## config.mk

```make
export PLATFORM = sky130hd
export DESIGN_NAME = fifo_param
export DESIGN_NICKNAME = d
export VERILOG_FILES = /design/src/rtl/fifo_pkg.sv /design/src/rtl/fifo_storage.sv /design/src/rtl/fifo_param.sv
export SDC_FILE = /design/constraint.sdc
export NUM_CORES = 1
export LEC_CHECK = 0
export CAP_MARGIN = 20
export CORE_MARGIN = 2
export CORE_UTILIZATION = 48
export DETAILED_ROUTE_END_ITERATION = 8
export PLACE_DENSITY_LB_ADDON = 0.1
export SYNTH_ARGS = -nofsm -noshare
export SYNTH_HDL_FRONTEND = slang
export SYNTH_SLANG_ARGS = --single-unit
```

## constraint.sdc

```tcl
create_clock -name clk -period 2.6 [get_ports clk]
set_clock_uncertainty 0.1 [all_clocks]
set_input_delay 0.52 -clock clk [delete_from_list [all_inputs] [get_ports clk]]
set_output_delay 0.52 -clock clk [all_outputs]
set_load 0.05 [all_outputs]
```

## src/rtl/fifo_pkg.sv

```systemverilog
// Shared definitions for the parametrised FIFO: default geometry, depth
// derivation and the threshold legality check used at elaboration.
`ifndef FIFO_PKG_SV
`define FIFO_PKG_SV

// Depth of a FIFO whose pointers are addr_size bits wide.
`define FIFO_DEPTH(addr_size) (1 << (addr_size))

package fifo_pkg;

    localparam int DEFAULT_DATA_SIZE = 8;
    localparam int DEFAULT_ADDR_SIZE = 2;
    localparam int DEFAULT_AFULL_TH  = 3;
    localparam int DEFAULT_AEMPTY_TH = 1;

    // Accepted-operation decode, encoded as {push_acc, pop_acc}.
    typedef enum logic [1:0] {
        OP_IDLE = 2'b00,
        OP_POP  = 2'b01,
        OP_PUSH = 2'b10,
        OP_BOTH = 2'b11
    } fifo_op_e;

    // True when the almost-full/almost-empty thresholds make sense for the
    // given pointer width: 1 <= afull <= DEPTH and 0 <= aempty <= DEPTH-1.
    function automatic bit thresholds_legal(input int addr_size,
                                            input int afull_th,
                                            input int aempty_th);
        int depth;
        depth = `FIFO_DEPTH(addr_size);
        return (addr_size >= 1) &&
               (afull_th >= 1) && (afull_th <= depth) &&
               (aempty_th >= 0) && (aempty_th <= depth - 1);
    endfunction

endpackage

`endif

```

## src/rtl/fifo_storage.sv

```systemverilog
// DEPTH x DATA_SIZE storage array for fifo_param. Synchronous write,
// registered read port that holds its value between reads, and a full
// synchronous clear of every entry on reset.
module fifo_storage
    import fifo_pkg::*;
#(
    parameter int DATA_SIZE = DEFAULT_DATA_SIZE,
    parameter int ADDR_SIZE = DEFAULT_ADDR_SIZE
) (
    input  logic                 clk,
    input  logic                 reset,
    input  logic                 wr_en,
    input  logic [ADDR_SIZE-1:0] wr_addr,
    input  logic [DATA_SIZE-1:0] wr_data,
    input  logic                 rd_en,
    input  logic [ADDR_SIZE-1:0] rd_addr,
    output logic [DATA_SIZE-1:0] rd_data
);

    localparam int DEPTH = `FIFO_DEPTH(ADDR_SIZE);

    logic [DATA_SIZE-1:0] mem [DEPTH];

    // Write port; reset wipes every entry so stale data never leaks out.
    always_ff @(posedge clk) begin
        if (!reset) begin
            for (int i = 0; i < DEPTH; i++) begin
                mem[i] <= '0;
            end
        end else if (wr_en) begin
            mem[wr_addr] <= wr_data;
        end
    end

    // Registered read port; a same-edge write to rd_addr returns the old word.
    always_ff @(posedge clk) begin
        if (!reset) begin
            rd_data <= '0;
        end else if (rd_en) begin
            rd_data <= mem[rd_addr];
        end
    end

endmodule

```

## src/rtl/fifo_param.sv

```systemverilog
// Parametrised synchronous FIFO between a switch ingress lane and the
// class-of-service arbiter. Owns pointers, occupancy count, status flags and
// sticky error flags; the word array lives in fifo_storage.
module fifo_param
    import fifo_pkg::*;
#(
    parameter int DATA_SIZE = DEFAULT_DATA_SIZE,
    parameter int ADDR_SIZE = DEFAULT_ADDR_SIZE,
    parameter int AFULL_TH  = DEFAULT_AFULL_TH,
    parameter int AEMPTY_TH = DEFAULT_AEMPTY_TH
) (
    input  logic                 clk,
    input  logic                 reset,
    input  logic                 push,
    input  logic                 pop,
    input  logic [DATA_SIZE-1:0] data_in,
    output logic [DATA_SIZE-1:0] data_out,
    output logic                 valid_out,
    output logic                 full,
    output logic                 empty,
    output logic                 almost_full,
    output logic                 almost_empty,
    output logic [ADDR_SIZE:0]   fifo_count,
    output logic                 overflow_err,
    output logic                 underflow_err
);

    localparam int DEPTH = `FIFO_DEPTH(ADDR_SIZE);
    localparam logic [ADDR_SIZE:0] DEPTH_CNT  = (ADDR_SIZE+1)'(DEPTH);
    localparam logic [ADDR_SIZE:0] AFULL_CNT  = (ADDR_SIZE+1)'(AFULL_TH);
    localparam logic [ADDR_SIZE:0] AEMPTY_CNT = (ADDR_SIZE+1)'(AEMPTY_TH);
    localparam logic [ADDR_SIZE:0] CNT_ONE    = (ADDR_SIZE+1)'(1);
    localparam logic [ADDR_SIZE-1:0] PTR_ONE  = ADDR_SIZE'(1);

    // Reject instances whose thresholds cannot be reached or are meaningless.
    if (!thresholds_legal(ADDR_SIZE, AFULL_TH, AEMPTY_TH)) begin : g_bad_thresholds
        $error("fifo_param: illegal AFULL_TH/AEMPTY_TH for ADDR_SIZE");
    end

    logic [ADDR_SIZE-1:0] wr_ptr;
    logic [ADDR_SIZE-1:0] rd_ptr;
    logic                 pop_acc;
    logic                 push_acc;
    fifo_op_e             op;

    // A pop needs data; a push needs room, or a slot being freed this cycle.
    // When empty, a pop is refused even if a push lands (no write-through).
    assign pop_acc  = pop && !empty;
    assign push_acc = push && (!full || pop_acc);

    // Collapse the two accept strobes into a single operation code.
    always_comb begin
        op = OP_IDLE;
        case ({push_acc, pop_acc})
            2'b01:   op = OP_POP;
            2'b10:   op = OP_PUSH;
            2'b11:   op = OP_BOTH;
            default: op = OP_IDLE;
        endcase
    end

    // Pointers advance on accepted operations and wrap naturally at DEPTH.
    always_ff @(posedge clk) begin
        if (!reset) begin
            wr_ptr <= '0;
            rd_ptr <= '0;
        end else begin
            if (push_acc) begin
                wr_ptr <= wr_ptr + PTR_ONE;
            end
            if (pop_acc) begin
                rd_ptr <= rd_ptr + PTR_ONE;
            end
        end
    end

    // Occupancy is the sole source of full/empty, so pointer equality is never ambiguous.
    always_ff @(posedge clk) begin
        if (!reset) begin
            fifo_count <= '0;
        end else begin
            case (op)
                OP_PUSH: fifo_count <= fifo_count + CNT_ONE;
                OP_POP:  fifo_count <= fifo_count - CNT_ONE;
                default: fifo_count <= fifo_count;
            endcase
        end
    end

    // valid_out marks the single cycle in which data_out carries a fresh word.
    always_ff @(posedge clk) begin
        if (!reset) begin
            valid_out <= 1'b0;
        end else begin
            valid_out <= pop_acc;
        end
    end

    // Sticky error flags; only reset clears them.
    always_ff @(posedge clk) begin
        if (!reset) begin
            overflow_err  <= 1'b0;
            underflow_err <= 1'b0;
        end else begin
            if (push && full && !pop) begin
                overflow_err <= 1'b1;
            end
            if (pop && empty) begin
                underflow_err <= 1'b1;
            end
        end
    end

    assign full         = (fifo_count == DEPTH_CNT);
    assign empty        = (fifo_count == '0);
    assign almost_full  = (fifo_count >= AFULL_CNT);
    assign almost_empty = (fifo_count <= AEMPTY_CNT);

    fifo_storage #(
        .DATA_SIZE (DATA_SIZE),
        .ADDR_SIZE (ADDR_SIZE)
    ) u_storage (
        .clk     (clk),
        .reset   (reset),
        .wr_en   (push_acc),
        .wr_addr (wr_ptr),
        .wr_data (data_in),
        .rd_en   (pop_acc),
        .rd_addr (rd_ptr),
        .rd_data (data_out)
    );

endmodule

```

Word level (Yosys, flattened, before mapping)
Memories as Yosys holds them, arrays and structs flattened. A register that Yosys moved wholly into a read port is not among the register bits.
Cells that the tools add are included.
Operators by class
  add/sub/neg operators: 4
  magnitude comparators: 2
  eq/ne operators: 6
  multiplexer cells: 9
  reduce and logical (&&, ||, !) cells: 13
Operators with widths (count)
  $mux 8: 1
  $reduce_or 8->1: 1
  $eq 2x2->1 const B: 3
  $pmux 2 s3: 1
  $pmux 3 s2: 1
  $logic_and 1x1->1: 5
  $mux 1: 5
  $add 2x1->2 const B: 2
  $eq 2x1->1 const B: 2
  $logic_not 1->1: 4
  $add 3x1->3 const B: 1
  $eq 3x3->1 const B: 1
  $ge 3x2->1 const B: 1
  $le 3x1->1 const B: 1
  $logic_not 3->1: 1
  $sub 3x1->3 const B: 1
  $mux 2: 1
  $reduce_bool 2->1: 1
  $logic_or 1x1->1: 1
Storage, ports and cells
  bits in registers: 10
  RAM bits: 32
  input port bits: 12
  output and inout bits: 18
  logic and storage cells: 41
  memories: 1
Memories
  u_storage.mem: depth 4, bits a word 8, rd ports 1, clocked after Yosys merged registers in 1, wr ports 4, line fifo_storage.sv:22  | logic [DATA_SIZE-1:0] mem [DEPTH];

Depth between registers and ports, before layout
  depth after elaboration: 10
  gate-level depth with buffers: 7
  gate-level depth less buffers: 6

Cells and area by module
From an unflattened synthesis, not the netlist that was laid out.
Unflattened totals
  cells, all modules: 185
  area, all modules: 2270.9 µm²
Modules (own cells, without submodules)
  fifo_storage: times used 1, cells each 122, area an instance 1731.7 µm², seq. area each 1121.1 µm²
  fifo_param: times used 1, cells each 63, area an instance 539.3 µm², seq. area each 200.2 µm²

Worst setup path after synthesis
No wires, ideal clock.
  path type: register to output
  start: register fifo_count[0]
  end: output almost_full
  data arrival time: 1.997 ns
  required time: 1.980 ns
  setup slack: -0.017 ns
  cell stages (with the launch flop): 3
  path buffers: 0
  cell sequence: dfxtp_1 -> inv_1 -> o21ai_0
On the way
  cells in the longest elaborated chain, start to end: 1
RTL lines
  from (decl): line fifo_param.sv:23  | output logic [ADDR_SIZE:0] fifo_count,
  from (signal assigned): line fifo_param.sv:83  | OP_PUSH: fifo_count <= fifo_count + CNT_ONE;
  from (signal assigned): line fifo_param.sv:84  | OP_POP: fifo_count <= fifo_count - CNT_ONE;
  from (signal assigned): line fifo_param.sv:85  | default: fifo_count <= fifo_count;
  $ge 3x2->1: line fifo_param.sv:116  | assign almost_full = (fifo_count >= AFULL_CNT);
  to (decl): line fifo_param.sv:21  | output logic almost_full,
Every way passes these cells.

Worst setup path in the final report
  start: register fifo_count[2]
  end: output fifo_count[2]
No word-level cell between the ends.

==> results.yml <==
power_and_ir_drop:
  comb_power_share_pct: 42.4
  sw_frac_of_total_pct: 40.4
  power_density_mw_per_mm2: 1030
  power_frac_clock_pct: 18.8
  p_switching_uw: 1150
  irDropWorstVdd_uv: 446
  power_frac_seq_pct: 38.8
  leakage_uw: 0.00105
  p_int_uw: 1700
setup_path:
  slowest_delay_ns: 0.86
  cp_num_buf_inv: 1
  timing.rr.start: "fifo_count[0]$_SDFFE_PN0P_"
  cp_cell_sequence: "clkdlybuf4s50_1"
  slowest_stage: "clkdlybuf4s50_1"
  worstSetupStartpoint: "fifo_count[2]$_SDFFE_PN0P_"
  critPathCaptureType: "output port"
  criticalPathCategory: "reg2out"
  worstPathMaxFanout: 7
  worstPathRequired_ns: 1.98
  crit_family: "buffers and inverters"
  worstSetupStartpointType: "flip-flop"
  crit_arrival_ns: 1.66
die:
  io-pin-count: 30
  dieWidth_um: 73.2
  fp-row-count: 25
  core_mm2: 0.00466
  start_util_pct: 49.3
  die_area_mm2: 0.00536
  die_h_um: 73.2
timing:
  post-route-period-util_pct: 87.5
  finalCriticalPeriod_ns: 2.28
  fin_setup_tns_ns: 0
  max_slew_margin_pct: 53.9
  rsz0062_at_grt: "no"
  fmax_mhz: 439
  finalHoldViolations: 0
  worstMarginPinSlew_ns: 0.690
  slew_violations: 0
  setup_violations: 0
  layout_setup_ws_ns: 0.324
synth:
  synth_fp_nets: 201
  synth_edf_count: 32
  ys_ff_latch: 50
  synthCells: 184
  synth_area_mm2: 0.00230
  synth_warnings: 0
  synth_cell_type_count: 37
  synth_flop_cell: "edfxtp_1"
  synth-async-reset-ratio_pct: 0
  avgSynthCellArea_um2: 12.5
  yosysSeqAreaShare_pct: 57.5
clock_network:
  ctsHtreeMaxLevel: 2
  clk_root_buffer_cell: "clkbuf_8"
  clock_sinks: 50
  clk_latency_ns: 0.31
  cts.path.max_buffers: 2
  numCtsBuffers: 5
  cts_setup_buffers: 0
  clk_pin_slew_ns: 0.10
  cts_hold_buf: 0
  cts_tree: "built"
drt:
  wl_per_cell_um: 15.3
  drt_first_iter_violations: 107
  num_vias: 1457
  avgViaCountPerCell: 5.30
  drc: 0
  firstDrtPassIters: 4
  antenna_left: 0
  drt_wl_total_mm: 4.20
cells_and_area:
  diodes: 0
  drive_gt1_share_pct: 16.3
  nNetsFinal: 237
  area_growth_pct: 20.6
grt:
  grtUsageMet1_pct: 23.5
  busiest_layer: "met2"
  grt_overflow: 0
  grt_pass1_vias: 1433
  track_usage_pct: 18.3
  grt_first_pass_wirelength_mm: 7.14
  grt_antenna_before_repair: 0
  use_met2_pct: 30.9
  met3_usage_pct: 4.97
  grt_max_degree: 18
placement:
  post-place-ws_ns: 0.237
  gp_congestion: 0.785
  port_buffers: 29
  dp_hpwl_mm: 3.12
worst_hold_path:
  hp-class: "reg2reg"
  worstHoldStart: "u_storage.rd_data[4]$_SDFFE_PN0N_"
run_status:
  status: "completed"
flow_run:
  timing.max_cap.violations: 0
==> state kept, by name (all words and copies together) (netlist names) <==
name / count
fifo_count: 3
overflow_err: 1
rd_ptr: 2
u_storage.mem: 32
u_storage.rd_data: 8
underflow_err: 1
valid_out: 1
wr_ptr: 2
==> per-layer routing <==
metal  routed length (um)  vias to the layer above
met5                    0                        -
met4                   44                        0
met3                  132                        4
met2                 2160                       25
met1                 1870                      712
li1                     -                      716
==> final timing paths <==
| path | end | slack, ns | cells past startpoint |
|---|---|---|---|
| max | fifo_count[2] | 0.32 | 1 |
| min | u_storage.rd_data[4]$_SDFFE_PN0N_ | 0.37 | 2 |
| max reg2reg | u_storage.mem[0][1]$_SDFFCE_PN0P_ | 0.50 | 6 |
| min reg2reg | u_storage.rd_data[4]$_SDFFE_PN0N_ | 0.37 | 2 |
==> stage by stage <==
step	hold WS, ns	utilization (%)	power, uW	cells	instance area [um^2]
2_1_floorplan	0.445	-	2020	184	2300
6_report	0.367	59.5	2850	275	2770
4_1_cts	0.371	59.4	2880	275	2770
3_5_place_dp	0.353	57.0	2350	267	2660
3_3_place_gp	0.345	57.0	2320	267	2660
5_1_grt	0.383	59.5	3030	275	2770
==> kinds of logic after synthesis <==
group | synth area share, %
compound gates | 6.97
buf+inv | 3.38
flops | 57.5
xor+xnor | 1.85
mux | 7.84
fa+ha+maj | 2.72
simple gates | 19.8
==> cells in the final DEF, fill, tap and decap left out, drive strengths merged <==
master,count
nand3b,1
or2,1
o311ai,1
ha,5
buf,11
mux4,8
o211ai,2
nor3,1
o21ai,12
xnor2,3
xor2,1
edfxtp,32
nand2b,4
a31oi,1
o31ai,1
a32oi,1
nand4,1
nand2,19
inv,9
nand3,5
nor2,4
and2,37
clkbuf,6
and3,2
dlymetal6s2s,1
dfxtp,18
o211a,1
nor2b,2
nor3b,1
clkdlybuf4s50,25
o21a,1
a21oi,4
==> power groups by stage <==
stage | logic (uW) | clock network (uW) | registers (uW)
finish | 1210 | 536 | 1110
global route | 1310 | 588 | 1130
CTS | 1220 | 551 | 1110
floorplan | 749 | 0 | 1270
global placement | 1200 | 0 | 1120
detailed placement | 1220 | 0 | 1130
==> Yosys cell counts (all sizes together) (2+ instances only) <==
library cell | number | area share, %
edfxtp | 32 | 42
nand2 | 19 | 3.4
inv | 7 | 1.1
o211ai | 2 | 0.87
buf | 5 | 1.7
nand2b | 4 | 1.2
and2 | 37 | 10
a21oi | 4 | 0.87
dfxtp | 18 | 16
nor2 | 4 | 0.65
mux4 | 8 | 7.8
xnor2 | 3 | 1.1
ha | 5 | 2.7
nand3 | 5 | 1.1
clkbuf | 3 | 0.49
nor2b | 2 | 0.54
and3 | 2 | 0.54
o21ai | 12 | 2.8
==> what timing repair did <==
action,4_1_cts,5_1_grt
endpoints found under the hold margin,0,0
resized for setup,0,1
setup endpoints to repair,0,1
==> area by class of cell <==
class                      count  area, um^2
tap                           54        67.6
timing repair buffer          37         345
clock buffer                   6        93.8
fill                         375        1890
multi-input combinational    119         900
clock inverter                 2        17.5
inverter                       7        26.3
sequential                    50        1320
(Power assumes the default switching activity.)
